`src/rtl/hcpf_seq_pkg.sv`:
```
// Shared types and constants for the HCPFTL request sequencer.
// The optional stall counter is enabled with SEQ_STALL_CNT_EN.
package hcpf_seq_pkg;

   localparam int unsigned REQ_W_DEF = 64;

   localparam logic [1:0] REQ_READ  = 2'b00;
   localparam logic [1:0] REQ_WRITE = 2'b01;
   localparam logic [1:0] REQ_BUFWR = 2'b11;

   typedef enum logic [1:0] {
      ST_IDLE  = 2'd0,
      ST_ISSUE = 2'd1,
      ST_GAP   = 2'd2,
      ST_FIN   = 2'd3
   } seq_state_e;

   // A pass must contain between one and DEPTH entries.
   function automatic logic cfg_count_ok(input int unsigned cnt, input int unsigned depth);
      return (cnt != 32'd0) && (cnt <= depth);
   endfunction

endpackage

```
`src/rtl/hcpf_seq_table.sv`:
```
// Request table: DEPTH x REQ_W register array, one write port and one
// combinational read port. Contents are deliberately not reset.
module hcpf_seq_table import hcpf_seq_pkg::*; #(
   parameter int REQ_W = int'(REQ_W_DEF),
   parameter int DEPTH = 32,
   parameter int IDX_W = $clog2(DEPTH)
) (
   input  logic             clock,
   input  logic             wr_en_i,
   input  logic [IDX_W-1:0] wr_addr_i,
   input  logic [REQ_W-1:0] wr_data_i,
   input  logic [IDX_W-1:0] rd_addr_i,
   output logic [REQ_W-1:0] rd_data_o
);

   logic [REQ_W-1:0] mem_q [DEPTH];

   // Table write port.
   always_ff @(posedge clock) begin
      if (wr_en_i) begin
         mem_q[wr_addr_i] <= wr_data_i;
      end
   end

   assign rd_data_o = mem_q[rd_addr_i];

endmodule

```
`src/rtl/hcpf_req_sequencer.sv`:
```
// Replays a run-time loaded request table into the HCPFTL RWrequest port.
// Defining SEQ_STALL_CNT_EN adds the stall_cnt port and counter.
module hcpf_req_sequencer import hcpf_seq_pkg::*; #(
   parameter int REQ_W  = int'(REQ_W_DEF),
   parameter int DEPTH  = 32,
   parameter int IDX_W  = $clog2(DEPTH),
   parameter int GAP_W  = 4,
   parameter int LOOP_W = 8
) (
   input  logic              clock,
   input  logic              resetn,
   input  logic              tbl_wr_en,
   input  logic [IDX_W-1:0]  tbl_wr_addr,
   input  logic [REQ_W-1:0]  tbl_wr_data,
   input  logic [IDX_W:0]    cfg_count,
   input  logic [LOOP_W-1:0] cfg_loops,
   input  logic [GAP_W-1:0]  cfg_gap,
   input  logic              start,
   input  logic              abort,
   output logic              busy,
   output logic              done,
   output logic              err,
   output logic              req_valid,
   input  logic              req_ready,
   output logic [REQ_W-1:0]  req_bits,
   output logic              ptr_reset
`ifdef SEQ_STALL_CNT_EN
   ,
   output logic [31:0]       stall_cnt
`endif
);

   seq_state_e        state_q, state_d;
   logic [IDX_W-1:0]  idx_q, idx_d;
   logic [LOOP_W-1:0] loop_q, loop_d, loops_q, loops_d;
   logic [IDX_W:0]    count_q, count_d;
   logic [GAP_W-1:0]  gap_q, gap_d, gap_cnt_q, gap_cnt_d;
   logic              abort_pend_q, abort_pend_d;
   logic              valid_q, done_q, done_d, err_q, err_d;
   logic [REQ_W-1:0]  bits_q, rd_data_s;
   logic              load_s, accept_s, last_s, end_s, cfg_ok_s, busy_s;

   assign busy_s   = (state_q != ST_IDLE);
   assign cfg_ok_s = cfg_count_ok(32'(cfg_count), 32'(DEPTH));
   assign accept_s = valid_q && req_ready;
   assign last_s   = ({1'b0, idx_q} == (count_q - (IDX_W+1)'(1)));
   // Compared one bit wider so loops==max never wraps into an early match.
   assign end_s    = (loops_q != '0) &&
                     (({1'b0, loop_q} + (LOOP_W+1)'(1)) == {1'b0, loops_q});

   hcpf_seq_table #(.REQ_W(REQ_W), .DEPTH(DEPTH), .IDX_W(IDX_W)) u_table (
      .clock     (clock),
      .wr_en_i   (tbl_wr_en && !busy_s),
      .wr_addr_i (tbl_wr_addr),
      .wr_data_i (tbl_wr_data),
      .rd_addr_i (idx_d),
      .rd_data_o (rd_data_s)
   );

   // Next-state, counter and pulse logic.
   always_comb begin
      state_d      = state_q;
      idx_d        = idx_q;
      loop_d       = loop_q;
      loops_d      = loops_q;
      count_d      = count_q;
      gap_d        = gap_q;
      gap_cnt_d    = gap_cnt_q;
      abort_pend_d = abort_pend_q;
      done_d       = 1'b0;
      err_d        = tbl_wr_en && busy_s;
      load_s       = 1'b0;
      case (state_q)
         ST_IDLE: begin
            if (start && cfg_ok_s) begin
               state_d      = ST_ISSUE;
               count_d      = cfg_count;
               loops_d      = cfg_loops;
               gap_d        = cfg_gap;
               idx_d        = '0;
               loop_d       = '0;
               abort_pend_d = 1'b0;
               load_s       = 1'b1;
            end else if (start) begin
               err_d = 1'b1;
            end else begin
               state_d = ST_IDLE;
            end
         end
         ST_ISSUE: begin
            if (accept_s) begin
               if (last_s) begin
                  idx_d  = '0;
                  loop_d = loop_q + LOOP_W'(1);
               end else begin
                  idx_d = idx_q + IDX_W'(1);
               end
               // Abort only takes effect once the in-flight word is accepted.
               if ((last_s && end_s) || abort || abort_pend_q) begin
                  state_d = ST_FIN;
                  done_d  = 1'b1;
               end else if (gap_q == '0) begin
                  load_s = 1'b1;
               end else begin
                  state_d   = ST_GAP;
                  gap_cnt_d = gap_q;
               end
            end else if (abort) begin
               abort_pend_d = 1'b1;
            end else begin
               abort_pend_d = abort_pend_q;
            end
         end
         ST_GAP: begin
            if (abort) begin
               state_d = ST_FIN;
               done_d  = 1'b1;
            end else if (gap_cnt_q == GAP_W'(1)) begin
               state_d = ST_ISSUE;
               load_s  = 1'b1;
            end else begin
               gap_cnt_d = gap_cnt_q - GAP_W'(1);
            end
         end
         ST_FIN: begin
            state_d      = ST_IDLE;
            abort_pend_d = 1'b0;
         end
         default: begin
            state_d = ST_IDLE;
         end
      endcase
   end

   // State, counters and registered outputs.
   always_ff @(posedge clock or negedge resetn) begin
      if (!resetn) begin
         state_q      <= ST_IDLE;
         idx_q        <= '0;
         loop_q       <= '0;
         loops_q      <= '0;
         count_q      <= '0;
         gap_q        <= '0;
         gap_cnt_q    <= '0;
         abort_pend_q <= 1'b0;
         valid_q      <= 1'b0;
         done_q       <= 1'b0;
         err_q        <= 1'b0;
         bits_q       <= '0;
      end else begin
         state_q      <= state_d;
         idx_q        <= idx_d;
         loop_q       <= loop_d;
         loops_q      <= loops_d;
         count_q      <= count_d;
         gap_q        <= gap_d;
         gap_cnt_q    <= gap_cnt_d;
         abort_pend_q <= abort_pend_d;
         valid_q      <= (state_d == ST_ISSUE);
         done_q       <= done_d;
         err_q        <= err_d;
         bits_q       <= load_s ? rd_data_s : bits_q;
      end
   end

`ifdef SEQ_STALL_CNT_EN
   logic [31:0] stall_q;

   // Saturating count of back-pressured cycles, cleared by an accepted start.
   always_ff @(posedge clock or negedge resetn) begin
      if (!resetn) begin
         stall_q <= 32'd0;
      end else if (!busy_s && start && cfg_ok_s) begin
         stall_q <= 32'd0;
      end else if (valid_q && !req_ready && (stall_q != 32'hFFFF_FFFF)) begin
         stall_q <= stall_q + 32'd1;
      end else begin
         stall_q <= stall_q;
      end
   end

   assign stall_cnt = stall_q;
`endif

   assign busy      = busy_s;
   assign done      = done_q;
   assign err       = err_q;
   assign req_valid = valid_q;
   assign req_bits  = bits_q;
   assign ptr_reset = (state_q == ST_ISSUE) && req_ready && last_s;

endmodule

```
`config.mk`:
```
export PLATFORM = sky130hd
export DESIGN_NAME = hcpf_req_sequencer
export DESIGN_NICKNAME = d
export VERILOG_FILES = /design/src/rtl/hcpf_seq_pkg.sv /design/src/rtl/hcpf_seq_table.sv /design/src/rtl/hcpf_req_sequencer.sv
export SDC_FILE = /design/constraint.sdc
export NUM_CORES = 2
export LEC_CHECK = 0
export CAP_MARGIN = 0
export CORE_MARGIN = 2
export CORE_UTILIZATION = 45
export CTS_CLUSTER_SIZE = 8
export DETAILED_ROUTE_END_ITERATION = 7
export PLACE_DENSITY = 0.66
export SYNTH_ARGS = -nofsm -noshare
export SYNTH_HDL_FRONTEND = slang
export SYNTH_SLANG_ARGS = --single-unit
export TNS_END_PERCENT = 20
```
`constraint.sdc`:
```
create_clock -name clock -period 5.52 [get_ports clock]
set_clock_uncertainty 0.2 [all_clocks]
set_input_delay 0.828 -clock clock [delete_from_list [all_inputs] [get_ports clock]]
set_output_delay 0.828 -clock clock [all_outputs]
set_load 0.02 [all_outputs]
```
Yosys cells after proc, flatten, opt, wreduce, memory -nomap -nowiden:

Memory sizes are Yosys's and may differ from the RTL's. A register that Yosys moved wholly into a read port is not among the register bits.
Cells that the tools add are included.

* register bits after elaboration: 41
* bits in latches: 0
* bits in writable memories: 2048
* bits in read-only memories: 0
* input port bits: 93
* output and inout port bits: 69
* logic and storage cells: 101
* memories: 1

Memories
* u_table.mem_q: depth 32, bits a word 64, read ports 1, clocked after Yosys merged registers in 1, write ports 1, RTL line hcpf_seq_table.sv:16 `logic [REQ_W-1:0] mem_q [DEPTH];`

* add/subtract/negate cells: 5
* multiply operators: 0
* divide/modulo/power cells: 0
* $lt $le $gt $ge: 1
* equal/unequal tests: 16
* shift operators: 0
* multiplexer cells: 42
* bitwise operators: 0
* reduce and logical (&&, ||, !) cells: 25

Operator list (number)
* 8-bit 2-to-1 mux: 3
* 4-bit 2-to-1 mux: 5
* 2-bit != test (second input constant): 9
* 1-bit 2-to-1 mux: 17
* 8-bit case mux with 2 select lines: 1
* 5-bit 2-to-1 mux: 3
* 2-bit 2-to-1 mux: 7
* 5-bit case mux with 2 select lines: 1
* 8-bit by 1-bit adder with 9-bit output (second input constant): 1
* 9-bit by 8-bit == test with 1-bit output: 1
* 1-bit logical AND: 9
* 8-bit by 1-bit adder with 8-bit output (second input constant): 1
* 2-bit case mux with 4 select lines: 1
* 4-bit case mux with 2 select lines: 1
* 4-bit AND reduction: 2
* 8-bit nonzero test: 1
* 5-bit by 6-bit == test with 1-bit output: 1
* 6-bit <= comparator (second input constant): 1
* 1-bit case mux with 3 select lines: 2
* 6-bit AND reduction: 1
* 2-bit nonzero test: 3
* 6-bit nonzero test: 1
* 6-bit by 1-bit subtractor with 6-bit output (second input constant): 1
* 5-bit by 1-bit adder with 5-bit output (second input constant): 1
* other kinds (11): 15

Longest topological paths before layout:

* depth in word-level cells: 10
* depth in mapped cells: 16
* mapped depth without buffers: 12

Hierarchy:

Synthesis repeated with hierarchy kept, for this count alone.

* cells, all modules: 3436
* area, all modules: 82665.5 µm²

Modules (own cells, without submodules)
* hcpf_seq_table: times used 1, cells each 3033, area an instance 77687.0 µm², seq. area each 61499.0 µm²
* hcpf_req_sequencer: times used 1, cells each 403, area an instance 4978.5 µm², seq. area each 2627.5 µm²

Worst setup path after synthesis:

Ideal clock, no wire load.

* path kind: input port to flip-flop
* start: input tbl_wr_en
* end: memory u_table.mem_q[12][0] in the netlist's numbering, enable pin
* setup time: 486 ps
* data arrival time: 4073 ps
* setup slack: 761 ps
* cell stages on the path: 4
* cells stage by stage: nand2_1 > or3_1 > clkbuf_1 > nor2_1

* cells in the longest elaborated chain, start to end: 3

Ends and longest elaborated chain
* start: declaration: RTL line hcpf_req_sequencer.sv:12 `input logic tbl_wr_en,`
* 1-bit logical AND: RTL line hcpf_req_sequencer.sv:53 `.wr_en_i (tbl_wr_en && !busy_s),`
* 1-bit 2-to-1 mux: RTL line hcpf_seq_table.sv:20 `if (wr_en_i) begin`
* 1-bit 2-to-1 mux (implied by the code): RTL line hcpf_seq_table.sv:21 `mem_q[wr_addr_i] <= wr_data_i;`
* end: declaration: RTL line hcpf_seq_table.sv:16

No other way between the ends.

Worst setup path in the final report:

* start: register state_q[1]
* end: register bits_q[42] (netlist: req_bits[42]), read port of u_table.mem_q

* cells in the longest elaborated chain, start to end: 2

Ends and longest elaborated chain
* start: declaration: RTL line hcpf_req_sequencer.sv:33 `seq_state_e state_q, state_d;`
* start signal: assignment: RTL line hcpf_req_sequencer.sv:151 `state_q <= state_d;`
* 2-bit == test (tied with other cells): RTL line hcpf_req_sequencer.sv:73 `case (state_q)`
* 1-bit case mux with 3 select lines or 5-bit case mux with 2 select lines (tied branches): RTL line hcpf_req_sequencer.sv:73
* end: declaration: RTL line hcpf_req_sequencer.sv:40 `logic [REQ_W-1:0] bits_q, rd_data_s;`

Parallel ways exist; a longest one is shown, timed or not.
A chain may end at the register's enable or synchronous reset.

==> impl_metrics.csv <==
group,metric,value,unit
run_status,status,"finished clean",
clock_tree,cts_buffers,320,
flow_run,drv_cap,0,
grt,grt-ovfl-total,0,
timing,hold_viol,0,
logic_synthesis,ys.flop_type,"edfxtp_1",
grt,grt_pass1_vias,53870,
worst_setup_path,critical_path_class,"register to register",
timing,fmax,212.8,MHz
worst_setup_path,crit_arrival,5.26,ns
logic_synthesis,synthArstFlopShare,4.877,%
grt,grt_first_pass_wirelength,356.0,mm
power_and_ir_drop,powerDensity,529.1,nW/µm²
logic_synthesis,synthesis.instances,6288,
clock_tree,h-tree-depth,5,
drt,wl_per_cell,26.32,µm
logic_synthesis,yosysWarnings,0,
logic_synthesis,yosysSeqAreaShare,74.90,%
worst_setup_path,cpPeakStageDelay,0.75,ns
timing,maxSlewViolCount,0,
timing,max_slew_margin,21.25,%
power_and_ir_drop,intPower,0.03519,W
logic_synthesis,synth.avg_cell_area,13.62,µm²
power_and_ir_drop,combPwrFrac,31.1,%
timing,whs,0.2737,ns
clock_tree,cts_buffer_depth,4,
clock_tree,cts_sinks,2153,
grt,use_met3,4.411,%
logic_synthesis,synth_nets,6391,
min_path,hold_path_class,"primary input to asynchronous set/reset pin",
worst_setup_path,cp_top_family,"compound AO/OA/AOI/OAI gates",
drt,drcViolationCount,0,
grt,grt_max_degree,163,
clock_tree,ctsRootBufferMaster,"clkbuf_16",
finish,nFillCells,15130,
timing,setup_viol,0,
clock_tree,clk_pin_slew,0.05,ns
grt,busiest_layer,"met2",
drt,drtIter0Drc,7007,
worst_setup_path,crit_chain,"inv_1, ha_1, and3_1, o21ai_0, a31oi_1, a211o_4, buf_12, buf_12, nand2_1, and3_1, o211ai_1, nand4_1, o41ai_1",
placed_design,gp_congestion,0.8147,
logic_synthesis,synth_edf_count,2048,
floorplanning,dieHeight,440.2,µm
timing,layout_worst_path_cycle_share,85.14,%
finish,layout.nets,6608,
timing,tightest_slew,1.178,ns
logic_synthesis,synth_fa_ha_area_share,0.1461,%
worst_setup_path,cp_data_required_time,6.08,ns
clock_tree,cts.repair.resized,0,
worst_setup_path,end_kind,"register",
power_and_ir_drop,switchingPower,0.01789,W
floorplanning,top_level_ports,162,
drt,drtPass1Iterations,6,
finish,layout-drive-gt1-share,8.969,%
logic_synthesis,synth_compound_area_share,10.29,%
floorplanning,core-area,189600,µm²
timing,rsz0062_at_grt,"false",
logic_synthesis,ys_ff_latch,2153,
power_and_ir_drop,clock_power_share,33.3,%
logic_synthesis,synth_top_family_by_area,"simple AND/OR/NAND/NOR gates",
worst_setup_path,cp_max_fo,72,
power_and_ir_drop,power_leakage,33.90,nW
power_and_ir_drop,vdd_drop_max,0.0004767,V
floorplanning,rows,160,
worst_setup_path,crit_cells,13,
drt,vias,55760,
logic_synthesis,synthXorXnorAreaFrac,0.1637,%
drt,via_per_inst,6.032,
drt,ant_nets,0,
placed_design,dpl.hpwl,122.7,mm
worst_setup_path,r2r_cells,13,
drt,routed_wl,243.3,mm
worst_setup_path,cp_num_buf_inv,3,
logic_synthesis,syn_area,85610,µm²
grt,antenna_found_initial,11,
grt,use_met1,33.35,%
worst_setup_path,start_kind,"register",
grt,grt_use_total,24.69,%
grt,grt_use_met2,39.59,%
worst_setup_path,slowest_stage,"ha_1",
timing,fin_crit,4.700,ns
finish,areaGrowthSynthToFinish,17.17,%
power_and_ir_drop,switching_share,33.70,%
logic_synthesis,synth_cell_type_count,68,
floorplanning,start_util,45.16,%
logic_synthesis,synthMuxAreaShare,0.2324,%
clock_tree,clk_latency,0.94,ns
placed_design,numPortBuffers,161,
floorplanning,die_x,440.2,µm
floorplanning,die_area,193800,µm²
clock_tree,cts_tree,"built",
logic_synthesis,yosys.area_share.simple,11.78,%
timing,setup_tns,0,ns
power_and_ir_drop,seq_power_share,35.6,%
[stage by stage]
stage	instances	util, %	instance area (µm²)	power [W]	setup WS (ns)
3_5_place_dp	8693	48.10	91190	0.03552	0.5407
6_report	9244	52.91	100300	0.05308	0.8200
3_3_place_gp	8693	48.10	91190	0.03531	0.6052
4_1_cts	9234	52.90	100300	0.05317	0.8865
5_1_grt	9240	52.91	100300	0.05539	0.5793
2_1_floorplan	6288	-	85610	0.03011	0.7606
[placed cells by master, fill, tap and decap left out, drive strengths merged, types with 11 or more instances in the layout]
master         netlist  routed
a2111o             126     126
a21oi              518     518
a22oi              248     248
a31oi               11      11
and3               258     258
buf                249     189
clkbuf             206     528
clkdlybuf4s50        0     160
dfrtp              105     105
edfxtp            2048    2048
inv                 15      22
mux2                15      15
nand2             1640    1640
nand3              271     271
nand4               66      66
nor2                51      51
o211ai             127     127
o21ai               18      18
o22ai              127     127
o41ai               65      65
xnor2               11      11
[final timing paths]
check                           slack (ns)          from            to
min in group clock                    0.28  req_bits[10]  req_bits[10]
worst max register to register        0.82    state_q[1]  req_bits[42]
worst max-delay path                  0.82    state_q[1]  req_bits[42]
worst min-delay path                  0.27        resetn  req_bits[62]
worst min register to register        0.28  req_bits[10]  req_bits[10]
max in group asynchronous             3.88        resetn  req_bits[16]
[layout make-up]
cell class	count	area [µm²]	share of cell area (%)
antenna	10	25.02	0.02495
timing repair buffer	350	4160	4.147
clock inverter	12	183.9	0.1834
multi-input combinational	3665	19680	19.62
sequential	2153	64130	63.93
inverter	15	90.09	0.08980
tap	2511	3142	3.132
clock buffer	528	8905	8.877
[sequential cells by signal, indices dropped and copies added (netlist names)]
signal / cells
loops_q: 8
count_q: 6
idx_q: 5
u_table.mem_q: 2048
abort_pend_q: 1
req_valid: 1
done: 1
req_bits: 64
err: 1
gap_q: 4
state_q: 2
loop_q: 8
gap_cnt_q: 4
[per-layer routing]
metal | routed length, µm | vias up
met5 | 7 | -
met4 | 9231 | 2
met3 | 22200 | 561
met2 | 115900 | 2972
met1 | 95930 | 27970
li1 | - | 24260
[cells by family after synthesis]
logic type               Yosys count
AO/OA/AOI/OAI                   1284
XOR/XNOR                          16
adder cells (fa/ha/maj)           10
buffers and inverters            470
flip-flops                      2153
multiplexers                      18
AND/OR/NAND/NOR                 2337
[Yosys cell counts (105+ instances only)]
cell	instances	area, µm²
a2111o_1	126	1419
dfrtp_1	105	2628
nand2_1	1639	6152
a22oi_1	248	1862
a21oi_1	517	2587
nand3_1	269	1346
edfxtp_1	2048	61500
o211ai_1	127	953.4
clkbuf_1	206	773.2
and3_1	258	1614
buf_2	213	1066
o22ai_1	127	794.5
[power by group through the flow]
stage          combinational, W  sequential (W)  clock, W
2_1_floorplan            0.0109          0.0192         0
3_3_place_gp             0.0161          0.0192         0
3_5_place_dp             0.0163          0.0192         0
4_1_cts                  0.0164          0.0189    0.0179
5_1_grt                  0.0179          0.0189    0.0186
6_report                 0.0165          0.0189    0.0177
[timing repair]
action / in CTS / in global routing
endpoints found under the hold margin: 36 / 0
buffers inserted: 0 / 0
hold buffers: 1 / 0
setup endpoints to repair: 0 / 0
Note: power is estimated with default switching activity, not from simulation.
